==> src/rtl/eip_pkg.sv <==
`default_nettype none
// ============================================================================
// Module      : eip_pkg
// Description : Shared types and constants for the EIP redirect unit.
//               Holds the redirect FSM state type and the condition-flag
//               bit positions used by the writeback condition vector.
// Revision    : 1.0 - initial release
// ============================================================================
package eip_pkg;

    // Redirect FSM: IDLE accepts updates, FLUSH squashes wrong-path updates.
    typedef enum logic [0:0] {
        IDLE  = 1'b0,
        FLUSH = 1'b1
    } eip_state_e;

    // Bit positions inside the NFLAG-wide flag/mask/expected vectors.
    localparam int FLAG_CF = 0;
    localparam int FLAG_ZF = 1;
    localparam int FLAG_SF = 2;
    localparam int FLAG_OF = 3;

endpackage : eip_pkg
`default_nettype wire

==> src/rtl/eip_cond_eval.sv <==
`default_nettype none
// ============================================================================
// Module      : eip_cond_eval
// Description : Generalised branch-condition evaluator. Every flag whose mask
//               bit is set must equal its expected value; unmasked flags are
//               don't-care, so an all-zero mask is an unconditional branch.
//               Purely combinational.
// Ports       : mask_i     - flags the condition depends on
//               expected_i - required value per masked flag
//               flags_i    - current flag values
//               cond_met_o - condition satisfied
// Revision    : 1.0 - initial release
// ============================================================================
module eip_cond_eval #(
    parameter int NFLAG = 4
) (
    input  logic [NFLAG-1:0] mask_i,
    input  logic [NFLAG-1:0] expected_i,
    input  logic [NFLAG-1:0] flags_i,
    output logic             cond_met_o
);

    logic [NFLAG-1:0] flag_ok;

    for (genvar i = 0; i < NFLAG; i++) begin : g_flag
        assign flag_ok[i] = ~mask_i[i] | (flags_i[i] ~^ expected_i[i]);
    end

    assign cond_met_o = &flag_ok;

endmodule : eip_cond_eval
`default_nettype wire

==> src/rtl/mux_nbit_2x1.sv <==
`default_nettype none
// ============================================================================
// Module      : mux_nbit_2x1
// Description : N-bit two-input multiplexer.
// Ports       : a_i   - input selected when sel_i = 0
//               b_i   - input selected when sel_i = 1
//               sel_i - select
//               y_o   - selected value
// Revision    : 1.0 - initial release
// ============================================================================
module mux_nbit_2x1 #(
    parameter int N = 32
) (
    input  logic [N-1:0] a_i,
    input  logic [N-1:0] b_i,
    input  logic         sel_i,
    output logic [N-1:0] y_o
);

    assign y_o = sel_i ? b_i : a_i;

endmodule : mux_nbit_2x1
`default_nettype wire

==> src/rtl/eip_redirect_unit.sv <==
`default_nettype none
// ============================================================================
// Module      : eip_redirect_unit
// Description : Architectural EIP register with writeback redirect control.
//               Loads either the decode stage's sequential next EIP or a
//               writeback branch target (optionally truncated to 16 bits).
//               A taken redirect opens a FLUSH_CYC-cycle flush window during
//               which wrong-path decode/writeback inputs are ignored, and
//               bumps a saturating redirect counter.
// Ports       : clk, rst_n        - clock, synchronous active-low reset
//               wb_*              - writeback valid, redirect, condition and
//                                   target candidates, 16-bit size override
//               de_v, de_eip_next - decode valid and sequential next EIP
//               fe_not_stall      - fetch not stalled
//               stat_clr          - clear redirect counter
//               eip               - architectural EIP
//               redirect          - one-cycle pulse after a taken redirect
//               flush             - flush window active
//               redirect_cnt      - saturating taken-redirect count
// Revision    : 1.0 - initial release
// ============================================================================
module eip_redirect_unit
    import eip_pkg::*;
#(
    parameter int                ADDR_W    = 32,
    parameter int                NFLAG     = 4,
    parameter int                FLUSH_CYC = 2,
    parameter logic [ADDR_W-1:0] RESET_EIP = 32'h0,
    parameter int                CNT_W     = 16
) (
    input  logic              clk,
    input  logic              rst_n,
    input  logic              wb_v,
    input  logic              wb_eip_change,
    input  logic [NFLAG-1:0]  wb_cond_mask,
    input  logic [NFLAG-1:0]  wb_cond_expected,
    input  logic [NFLAG-1:0]  wb_flags,
    input  logic [ADDR_W-1:0] wb_tgt_a,
    input  logic [ADDR_W-1:0] wb_tgt_b,
    input  logic              wb_tgt_sel,
    input  logic              wb_size16,
    input  logic              de_v,
    input  logic [ADDR_W-1:0] de_eip_next,
    input  logic              fe_not_stall,
    input  logic              stat_clr,
    output logic [ADDR_W-1:0] eip,
    output logic              redirect,
    output logic              flush,
    output logic [CNT_W-1:0]  redirect_cnt
);

    localparam int FCNT_W = $clog2(FLUSH_CYC + 1);
    localparam logic [FCNT_W-1:0] FCNT_LOAD = FCNT_W'(FLUSH_CYC - 1);

    eip_state_e        state_q, state_d;
    logic [FCNT_W-1:0] fcnt_q, fcnt_d;
    logic [ADDR_W-1:0] eip_q, eip_d;
    logic              redirect_q;
    logic [CNT_W-1:0]  cnt_q, cnt_d;

    logic              cond_met;
    logic [ADDR_W-1:0] tgt_mux;
    logic [ADDR_W-1:0] tgt;
    logic              idle;
    logic              taken;
    logic              de_upd;

    eip_cond_eval #(
        .NFLAG (NFLAG)
    ) u_cond (
        .mask_i     (wb_cond_mask),
        .expected_i (wb_cond_expected),
        .flags_i    (wb_flags),
        .cond_met_o (cond_met)
    );

    mux_nbit_2x1 #(
        .N (ADDR_W)
    ) u_tgt_mux (
        .a_i   (wb_tgt_a),
        .b_i   (wb_tgt_b),
        .sel_i (wb_tgt_sel),
        .y_o   (tgt_mux)
    );

    // 16-bit operand size wraps the target into the low 64 KiB.
    assign tgt = wb_size16 ? {{(ADDR_W-16){1'b0}}, tgt_mux[15:0]} : tgt_mux;

    // Everything arriving while FLUSH is active is wrong-path.
    assign idle   = (state_q == IDLE);
    assign taken  = wb_v & wb_eip_change & cond_met & idle;
    assign de_upd = de_v & fe_not_stall & idle;

    always_comb begin
        state_d = state_q;
        fcnt_d  = fcnt_q;
        eip_d   = eip_q;
        cnt_d   = cnt_q;

        // Writeback target wins over a simultaneous decode update.
        if (taken) begin
            eip_d = tgt;
        end else if (de_upd) begin
            eip_d = de_eip_next;
        end

        case (state_q)
            IDLE: begin
                if (taken) begin
                    state_d = FLUSH;
                    fcnt_d  = FCNT_LOAD;
                end
            end
            FLUSH: begin
                if (fcnt_q == '0) begin
                    state_d = IDLE;
                end else begin
                    fcnt_d = fcnt_q - 1'b1;
                end
            end
            default: begin
                state_d = IDLE;
                fcnt_d  = '0;
            end
        endcase

        // Clear beats a coincident increment.
        if (stat_clr) begin
            cnt_d = '0;
        end else if (taken && (cnt_q != '1)) begin
            cnt_d = cnt_q + 1'b1;
        end
    end

    always_ff @(posedge clk) begin
        if (!rst_n) begin
            state_q    <= IDLE;
            fcnt_q     <= '0;
            eip_q      <= RESET_EIP;
            redirect_q <= 1'b0;
            cnt_q      <= '0;
        end else begin
            state_q    <= state_d;
            fcnt_q     <= fcnt_d;
            eip_q      <= eip_d;
            redirect_q <= taken;
            cnt_q      <= cnt_d;
        end
    end

    assign eip          = eip_q;
    assign redirect     = redirect_q;
    assign flush        = (state_q == FLUSH);
    assign redirect_cnt = cnt_q;

endmodule : eip_redirect_unit
`default_nettype wire

==> config.mk <==
export PLATFORM = sky130hd
export DESIGN_NAME = eip_redirect_unit
export DESIGN_NICKNAME = d
export VERILOG_FILES = /design/src/rtl/eip_pkg.sv /design/src/rtl/eip_cond_eval.sv /design/src/rtl/mux_nbit_2x1.sv /design/src/rtl/eip_redirect_unit.sv
export SDC_FILE = /design/constraint.sdc
export NUM_CORES = 1
export LEC_CHECK = 0
export CELL_PAD_IN_SITES_DETAIL_PLACEMENT = 1
export CELL_PAD_IN_SITES_GLOBAL_PLACEMENT = 1
export CORE_MARGIN = 5
export CORE_UTILIZATION = 26
export CTS_BUF_LIST = sky130_fd_sc_hd__clkbuf_8 sky130_fd_sc_hd__clkbuf_16
export DETAILED_ROUTE_END_ITERATION = 8
export GPL_TIMING_DRIVEN = 0
export PLACE_DENSITY_LB_ADDON = 0.1
export SLEW_MARGIN = 20
export SYNTH_ARGS = -nofsm -noshare
export SYNTH_HDL_FRONTEND = slang
export SYNTH_SLANG_ARGS = --single-unit
==> constraint.sdc <==
create_clock -name clk -period 2.21 [get_ports clk]
set_input_delay 0.221 -clock clk [delete_from_list [all_inputs] [get_ports clk]]
set_output_delay 0.221 -clock clk [all_outputs]
set_load 0.02 [all_outputs]
==> impl_metrics.tcl, run 1 <==
set metrics [dict create \
    start_util_pct 26.3 \
    synthToLayoutAreaGrowth_pct 69.9 \
    die_w_um 114 \
    setup_ws_ns 0.208 \
    cp_max_fo 10 \
    core_region_area_sq_um 10700 \
    syn_avg_cell_area_sq_um 8.49 \
    synth_top_area_cell "dfxtp_1" \
    top_usage_layer "met2" \
    ctsRootBufferMaster "clkbuf_8" \
    total_power_mw 2.27 \
    clk_pin_slew_ns 0.10 \
    clock_latency_ns 0.31 \
    wl_mm 10.5 \
    p_leak_nw 2.14 \
    grtUsageTotal_pct 16.0 \
    dr.pass1.iters 4 \
    synth_area_sq_um 2830 \
    place_inst 638 \
    synth_area_leaders "dfxtp_1, mux2i_1, and3_1" \
    fin_crit_sh_pct 90.6 \
    drc 0 \
    cts_hold_buf 0 \
    crit_path_max_incr_delay_ns 0.59 \
    port_buffers 165 \
    antenna_cells 0 \
    rsz0062_at_grt "false" \
    syn_inst 333 \
    status "complete, no violations" \
    relSlewSlack_pct 44.1 \
    finClkSkew_ns 0.00909 \
    cp.buffers_inverters 2 \
    place_ws_ns -0.847 \
    hp-class "reg -> reg" \
    synth_most_common_cell "mux2i_1" \
    rows 38 \
    cts_num_sinks 52 \
    synth-seq-cells 52 \
    grt_pass1_wl_mm 16.7 \
    grt_pass1_vias 3352 \
    layout.nets 627 \
    use_met3_pct 6.13 \
    htree_levels 2 \
    setup_tns_ns 0 \
    die_area_sq_um 13100 \
    layout.cells.non_filler 649 \
    ys_seq_area_share_pct 36.8 \
    cap_violations 0 \
    drtIter0Drc 69 \
    gp_congestion 0.772 \
    cp-start-kind "register" \
    end_kind "register" \
    use_met2_pct 29.0 \
    slew_violations 0 \
    die_h_um 114 \
    yosysWarningCount 0 \
    drive_gt1_share_pct 5.70 \
    ys.flop_type "dfxtp_1" \
    ctsLongestPathBuffers 2 \
    antenna_found_initial 0 \
    antenna_left 0 \
    path_class "reg -> reg" \
    wire_per_inst_um 16.2 \
    dpl.hpwl_mm 8.52 \
    crit_required_ns 2.44 \
    finalSetupViolations 0 \
    via_count 3100 \
    synth-edff-count 0 \
    worstMarginPinSlew_ns 0.838 \
    synth_common_cells "mux2i_1, nand2_1, dfxtp_1, and3_1, o21ai_0" \
    crit_path_top_delay_cell "or4_1" \
    cts-buffers-inserted 5 \
    fmax_ghz 0.500 \
    finalHoldViolCount 0 \
    overflow 0 \
    path_delay_family "simple AND/OR/NAND/NOR gates" \
    synth_nets 452 \
    worstPathArrival_ns 2.23 \
    synthArstFlopShare_pct 0 \
    synth.distinct_cells 34 \
    placed_area_sq_um 4650 \
    path_cells "nand4_1 > or4_1 > nand3_2 > buf_4 > buf_4 > o21ai_0 > a21oi_1" \
    tritoncts "done" \
    p_per_area_nw_per_um2 473 \
    fin_area_sq_um 4800 \
    synth_top_area_share_pct 36.8 \
    use_met1_pct 17.6 \
    crit_path_frequent_cell "buf_4" \
    grt_max_degree 16 \
    io_pins 167 \
    vias_per_cell 4.78 \
    period_minus_slack_ns 2.00 \
    peakVddDrop_uv 236 \
]
-- area by class of cell --
cell class                 count  area [sq um]
fill                        1293          5940
inverter                       5          18.8
clock inverter                 2          10.0
clock buffer                   6          82.6
buffer                        22          97.6
multi-input combinational    254          1700
tap                          140           175
timing repair buffer         168          1670
sequential                    52          1050
-- placed cells by master, fill, tap and decap left out, drive strengths merged, types with 4 or more instances in the layout --
| cell type | netlist | final |
|---|---|---|
| nor2 | 6 | 6 |
| and3 | 36 | 36 |
| nand3 | 8 | 8 |
| xor2 | 6 | 6 |
| a21oi | 9 | 9 |
| or3 | 6 | 6 |
| clkdlybuf4s50 | 0 | 165 |
| dfxtp | 52 | 52 |
| o21ai | 23 | 23 |
| nand4 | 6 | 6 |
| nand2 | 59 | 59 |
| mux2i | 64 | 64 |
| o211ai | 4 | 4 |
| inv | 5 | 5 |
| buf | 5 | 6 |
| or4 | 7 | 7 |
| clkbuf | 17 | 25 |
-- worst paths after layout --
path              startpoint               end  slack [ns]  cells past startpoint
max          redirect_cnt[5]  redirect_cnt[13]        0.21                      7
min                fcnt_q[0]         fcnt_q[0]        0.50                      2
max reg2reg  redirect_cnt[5]  redirect_cnt[13]        0.21                      7
min reg2reg        fcnt_q[0]         fcnt_q[0]        0.50                      2
-- stage by stage --
step / hold slack (ns) / utilization [%]
global route: 0.520 / 44.7
detailed placement: 0.488 / 43.3
finish: 0.495 / 44.7
global placement: 0.476 / 43.3
CTS: 0.502 / 44.5
floorplan: 0.446 / -
-- power by group --
part	switching (mW)	internal (mW)	leakage [nW]
Clock	0.333	0.252	0.0510
Combinational	0.276	0.391	1.66
Sequential	0.0281	0.990	0.428
-- cells by family after synthesis --
group,Yosys count,synth area share (%)
mux,64,22.7
compound gates,44,8.90
fa+ha+maj,2,0.885
simple gates,137,24.9
flops,52,36.8
xor+xnor,7,2.17
buf+inv,27,3.67
-- layer usage --
| layer | up-vias | wire length (um) |
|---|---|---|
| li1 | 1533 | - |
| met1 | 1467 | 4110 |
| met2 | 92 | 5400 |
| met3 | 8 | 892 |
| met4 | 0 | 101 |
| met5 | - | 0 |
-- worst reg2reg max path: stages (launching register included) --
cell and delay, ns:
dfxtp_1 0.41, nand4_1 0.17, or4_1 0.59, nand3_2 0.16, buf_4 0.19, buf_4 0.19
o21ai_0 0.11, a21oi_1 0.12
-- flip-flops by register name, indices dropped and copies added (netlist names) --
name,flops
flush,1
redirect_cnt,16
fcnt_q,2
eip,32
redirect,1
-- timing repair --
item / in CTS / in global routing
endpoints found under the setup margin: 48 / 40
pin swaps: 2 / 0
setup buffers: 3 / 0
resized for setup: 5 / 17
Note: power is estimated with default switching activity, not from simulation.
==> inputs of run 2 (changes only) <==
--- a/config.mk
+++ b/config.mk
@@ -13,7 +13,7 @@
 export DETAILED_ROUTE_END_ITERATION = 8
 export GPL_TIMING_DRIVEN = 0
 export PLACE_DENSITY_LB_ADDON = 0.1
-export SLEW_MARGIN = 20
+export SLEW_MARGIN = 30
 export SYNTH_ARGS = -nofsm -noshare
 export SYNTH_HDL_FRONTEND = slang
 export SYNTH_SLANG_ARGS = --single-unit
==> impl_metrics.tcl, run 2 (synthesis results as in run 1) <==
set metrics [dict create \
    hp-class "reg -> reg" \
    place_ws_ns -0.617 \
    final_cell_mix "clkdlybuf4s50_1, mux2i_1, nand2_1" \
    wl_mm 10.6 \
    largest_reg_flops 32 \
    p_per_area_nw_per_um2 473 \
    worstPathArrival_ns 2.34 \
    peakVddDrop_uv 279 \
    worstSetupStartpoint "wb_cond_expected[0]" \
    cts-buffers-inserted 5 \
    antenna_cells 0 \
    r2r_cells 7 \
    finClkSkew_ns 0.00432 \
    crit_path_max_incr_delay_ns 0.46 \
    grt_pass1_vias 3391 \
    fin_crit_sh_pct 94.1 \
    gp_congestion 0.772 \
    clock_latency_ns 0.31 \
    end_kind "register" \
    status "complete, no violations" \
    r2r-end "redirect_cnt[8]" \
    synthToLayoutAreaGrowth_pct 69.9 \
    layout.nets 627 \
    htree_levels 2 \
    die_w_um 114 \
    clk_pin_slew_ns 0.10 \
    dpl.hpwl_mm 8.54 \
    crit_required_ns 2.47 \
    ctsLongestPathBuffers 2 \
    relSlewSlack_pct 45.6 \
    worstMarginPinSlew_ns 0.816 \
    whs_ns 0.495 \
    r2r_slack_ns 0.17 \
    vias_per_cell 4.78 \
    drtIter0Drc 95 \
    cp-start-kind "input pin" \
    io_pins 167 \
    mostFrequentLayoutCell "clkdlybuf4s50_1" \
    multi_input_area_sq_um 1700 \
    tritoncts "done" \
    finalHoldViolCount 0 \
    overflow 0 \
    grt_max_degree 16 \
    antenna_found_initial 0 \
    start_util_pct 26.3 \
    ctsRootBufferMaster "clkbuf_8" \
    drc 0 \
    grtUsageTotal_pct 16.2 \
    core_region_area_sq_um 10700 \
    slew_violations 0 \
    die_area_sq_um 13100 \
    die_h_um 114 \
    crit_path_top_delay_cell "or4_1" \
    period_minus_slack_ns 2.08 \
    fmax_ghz 0.481 \
    cap_violations 0 \
    dr.pass1.iters 4 \
    cts_num_sinks 52 \
    port_buffers 165 \
    rows 38 \
    regArea_sq_um 1040 \
    endpoint "redirect_cnt[9]" \
    rsz0062_at_grt "false" \
    wire_per_inst_um 16.3 \
    antenna_left 0 \
    drive_gt1_share_pct 5.11 \
    path_class "in -> reg" \
    finalSetupViolations 0 \
    p_leak_nw 2.14 \
    grt_pass1_wl_mm 16.8 \
    r2r_start "redirect_cnt[4]" \
    cp_max_fo 10 \
    fillCellCount 1307 \
    setup_ws_ns 0.130 \
    path_cells "clkdlybuf4s50_1 > xor2_1 > a222oi_1 > buf_4 > nand3_2 > buf_6 > or4_1 > nand2_1" \
    via_count 3104 \
]
[run 2: routing by layer]
metal / vias to the layer above / track usage (%) / wire length [um]
li1: 1532 / - / -
met1: 1471 / 17.6 / 4090
met2: 97 / 29.9 / 5470
met3: 4 / 6.34 / 946
met4: 0 / 2.85 / 51
met5: - / 0 / 0
[run 2: worst min-delay path by stage]
stage	to	slack [ns]	cells after the start	startpoint
floorplan	redirect_cnt[6]	0.45	3	stat_clr
global placement	redirect_cnt[6]	0.48	2	redirect_cnt[6]
detailed placement	fcnt_q[0]	0.49	2	fcnt_q[0]
CTS	eip[31]	0.50	4	wb_tgt_sel
global route	eip[31]	0.52	4	wb_tgt_sel
finish	fcnt_q[0]	0.50	2	fcnt_q[0]
[run 2: cell type report]
cell class                 count  share of cell area (%)
sequential                    52                    21.7
multi-input combinational    254                    35.3
inverter                       5                   0.391
timing repair buffer         168                    34.9
clock buffer                   6                    1.72
tap                          140                    3.65
buffer                        22                    2.14
clock inverter                 2                   0.208
[run 2: critical path, delay by kind of cell]
kind	cells	cell delay, ns
and+or+nand+nor	3	0.67
buffers and inverters	3	0.85
xor gates and xnor gates	1	0.16
AOI/OAI and AO/OA	1	0.44
[run 2: timing repair]
item | CTS | global route
endpoints found under the setup margin | 39 | 41
gates resized for setup | 6 | 16
setup buffers | 2 | 0
pin swaps | 2 | 1
hold buffers | 0 | 0
[run 2: stage by stage]
step / area [sq um] / power, mW / TNS [ns] / std cells / utilization [%]
global route: 4800 / 2.40 / 0 / 649 / 44.7
detailed placement: 4660 / 1.71 / -21.23 / 639 / 43.4
floorplan: 2830 / 1.32 / 0 / 333 / -
finish: 4800 / 2.27 / 0 / 649 / 44.7
CTS: 4790 / 2.31 / 0 / 649 / 44.5
global placement: 4650 / 1.69 / -32.75 / 638 / 43.3
[run 2: power breakdown]
part | total (mW) | internal, mW | switching, mW
clock | 0.588 | 0.251 | 0.336
combinational | 0.667 | 0.391 | 0.276
sequential | 1.02 | 0.990 | 0.0287
==> RTL edit (config.mk and constraints of run 1) <==
`NFLAG` is set to 4 in 2 places; all go to 6.
--- a/src/rtl/eip_cond_eval.sv
+++ b/src/rtl/eip_cond_eval.sv
@@ -12,7 +12,7 @@
 // Revision    : 1.0 - initial release
 // ============================================================================
 module eip_cond_eval #(
-    parameter int NFLAG = 4
+    parameter int NFLAG = 6
 ) (
     input  logic [NFLAG-1:0] mask_i,
     input  logic [NFLAG-1:0] expected_i,
--- a/src/rtl/eip_redirect_unit.sv
+++ b/src/rtl/eip_redirect_unit.sv
@@ -23,7 +23,7 @@
     import eip_pkg::*;
 #(
     parameter int                ADDR_W    = 32,
-    parameter int                NFLAG     = 4,
+    parameter int                NFLAG     = 6,
     parameter int                FLUSH_CYC = 2,
     parameter logic [ADDR_W-1:0] RESET_EIP = 32'h0,
     parameter int                CNT_W     = 16
Interface: changed (resized wb_cond_expected, wb_cond_mask and wb_flags); port bits go from 167 to 173. The function was not compared with the original's and may differ.
==> RTL edit against run 1 <==
Cell area increased by 2.5%; via count increased by 3.4%; first-iteration DRC count increased by 26%; total power decreased by 1.7%; non-clock buffer count increased by 8; core utilization increased by 0.52 points; wire length increased by 4.3%; setup slack got worse by 0.11 ns; sequential share of layout area decreased by 0.69 points; die area increased by 2.5%; synthesized area increased by 2.7%; sequential cell count unchanged.
==> RTL edit: results <==
export IMPL_max_stage_delay_ns=0.42
export IMPL_post_drt_wl_per_cell_um=16.5
export IMPL_synth_adder_area_share_pct=0.862
export IMPL_synth_xor_area_share_pct=1.81
export IMPL_dieArea_um2=13400
export IMPL_critPathSlowestCell="clkdlybuf4s50_1"
export IMPL_top_layer="met4"
export IMPL_grt_start_max_net_pins=16
export IMPL_r2r_slack_ns=0.26
export IMPL_port_buffers=171
export IMPL_totalWireLength_um=11000
export IMPL_status="complete, no violations"
export IMPL_synth_common_cells="mux2i_1, nand2_1, dfxtp_1"
export IMPL_yosysTopAreaCellShare_pct=35.9
export IMPL_critPathTopFamily="buffers and inverters"
export IMPL_clockRootBuffer="clkbuf_8"
export IMPL_largest_register_ffs=32
export IMPL_ys_types=33
export IMPL_holdCritPathClass="reg -> reg"
export IMPL_ys_seq_area_share_pct=35.9
export IMPL_drive_above_1_share_pct=4.96
export IMPL_wl_met1_um=4180
export IMPL_cp_data_arrival_time_ns=2.32
export IMPL_grt_pass1_vias=3497
export IMPL_skew_ns=0.00761
export IMPL_firstDrtPassIters=4
export IMPL_finalWorstSetupSlack_ns=0.0982
export IMPL_synthArstFlopShare_pct=0
export IMPL_path_clk_slew_ns=0.10
export IMPL_place_detailed_hpwl_um=8960
export IMPL_vias_per_cell=4.83
export IMPL_grt_overflow=0
export IMPL_placed_cells=654
export IMPL_placed_cell_area_um2=4790
export IMPL_synth_compound_area_share_pct=9.87
export IMPL_synth_mux_area_share_pct=22.4
export IMPL_wl_met2_um=5700
export IMPL_vdd_ir_drop_max_mv=0.235
export IMPL_gp_congestion=0.801
export IMPL_dp_worst_setup_slack_ns=-0.429
export IMPL_fillers=1314
export IMPL_syn_inst=343
export IMPL_slew_headroom_pct=45.3
export IMPL_grt_pass1_wl_um=17300
export IMPL_cts_made_buffers=5
export IMPL_grt_total_usage_pct=16.2
export IMPL_synth_fp_nets=468
export IMPL_wl_met3_um=1030
export IMPL_power_leakage_nw=2.19
export IMPL_initialDrtViolationCount=87
export IMPL_whs_ns=0.496
export IMPL_synth_area_leaders="dfxtp_1, mux2i_1, and3_1"
==> RTL edit: path summary, 6_finish.rpt <==
check	startpoint	endpoint	cells after the start
max	wb_cond_expected[0]	eip[20]	10
min	fcnt_q[0]	fcnt_q[0]	2
max reg2reg	redirect_cnt[2]	redirect_cnt[13]	6
min reg2reg	fcnt_q[0]	fcnt_q[0]	2
==> RTL edit: layout make-up <==
class / instances / area (um2) / area share, %
plain buffers: 25 / 119 / 2.41
clock buffers: 6 / 82.6 / 1.68
clock inverters: 2 / 10.0 / 0.203
inverters: 3 / 11.3 / 0.229
multi-input cells: 263 / 1760 / 35.7
flip-flops and latches: 52 / 1040 / 21.1
well taps: 140 / 175 / 3.56
repair buffers: 173 / 1730 / 35.1
==> RTL edit: metal layers <==
layer | vias up | track usage (%)
met2 | 94 | 29.9
li1 | 1585 | -
met4 | 0 | 2.32
met1 | 1520 | 17.5
met5 | - | 0
met3 | 5 | 6.89
==> RTL edit: cell families (layout without fill, tap and decap cells) <==
family,after synthesis,count (layout)
AO/OA/AOI/OAI,51,51
flip-flops,52,52
AND/OR/NAND/NOR,139,139
adder cells (fa/ha/maj),2,2
XOR/XNOR,6,6
buffers and inverters,28,209
multiplexers,65,65
==> RTL edit: report_power, final <==
| group | internal [W] | total, W | switching [W] |
|---|---|---|---|
| sequential | 0.000984 | 0.00101 | 0.0000247 |
| combinational | 0.000385 | 0.000640 | 0.000254 |
| clock | 0.000251 | 0.000582 | 0.000331 |
| total | 0.00162 | 0.00223 | 0.000610 |
==> RTL edit: repair_timing <==
| action | in CTS | in global routing |
|---|---|---|
| gates resized for setup | 1 | 15 |
| cloned | 0 | 0 |
| hold buffers | 0 | 0 |
| pin swaps | 2 | 0 |
| endpoints found under the setup margin | 10 | 31 |
| setup buffers | 2 | 0 |
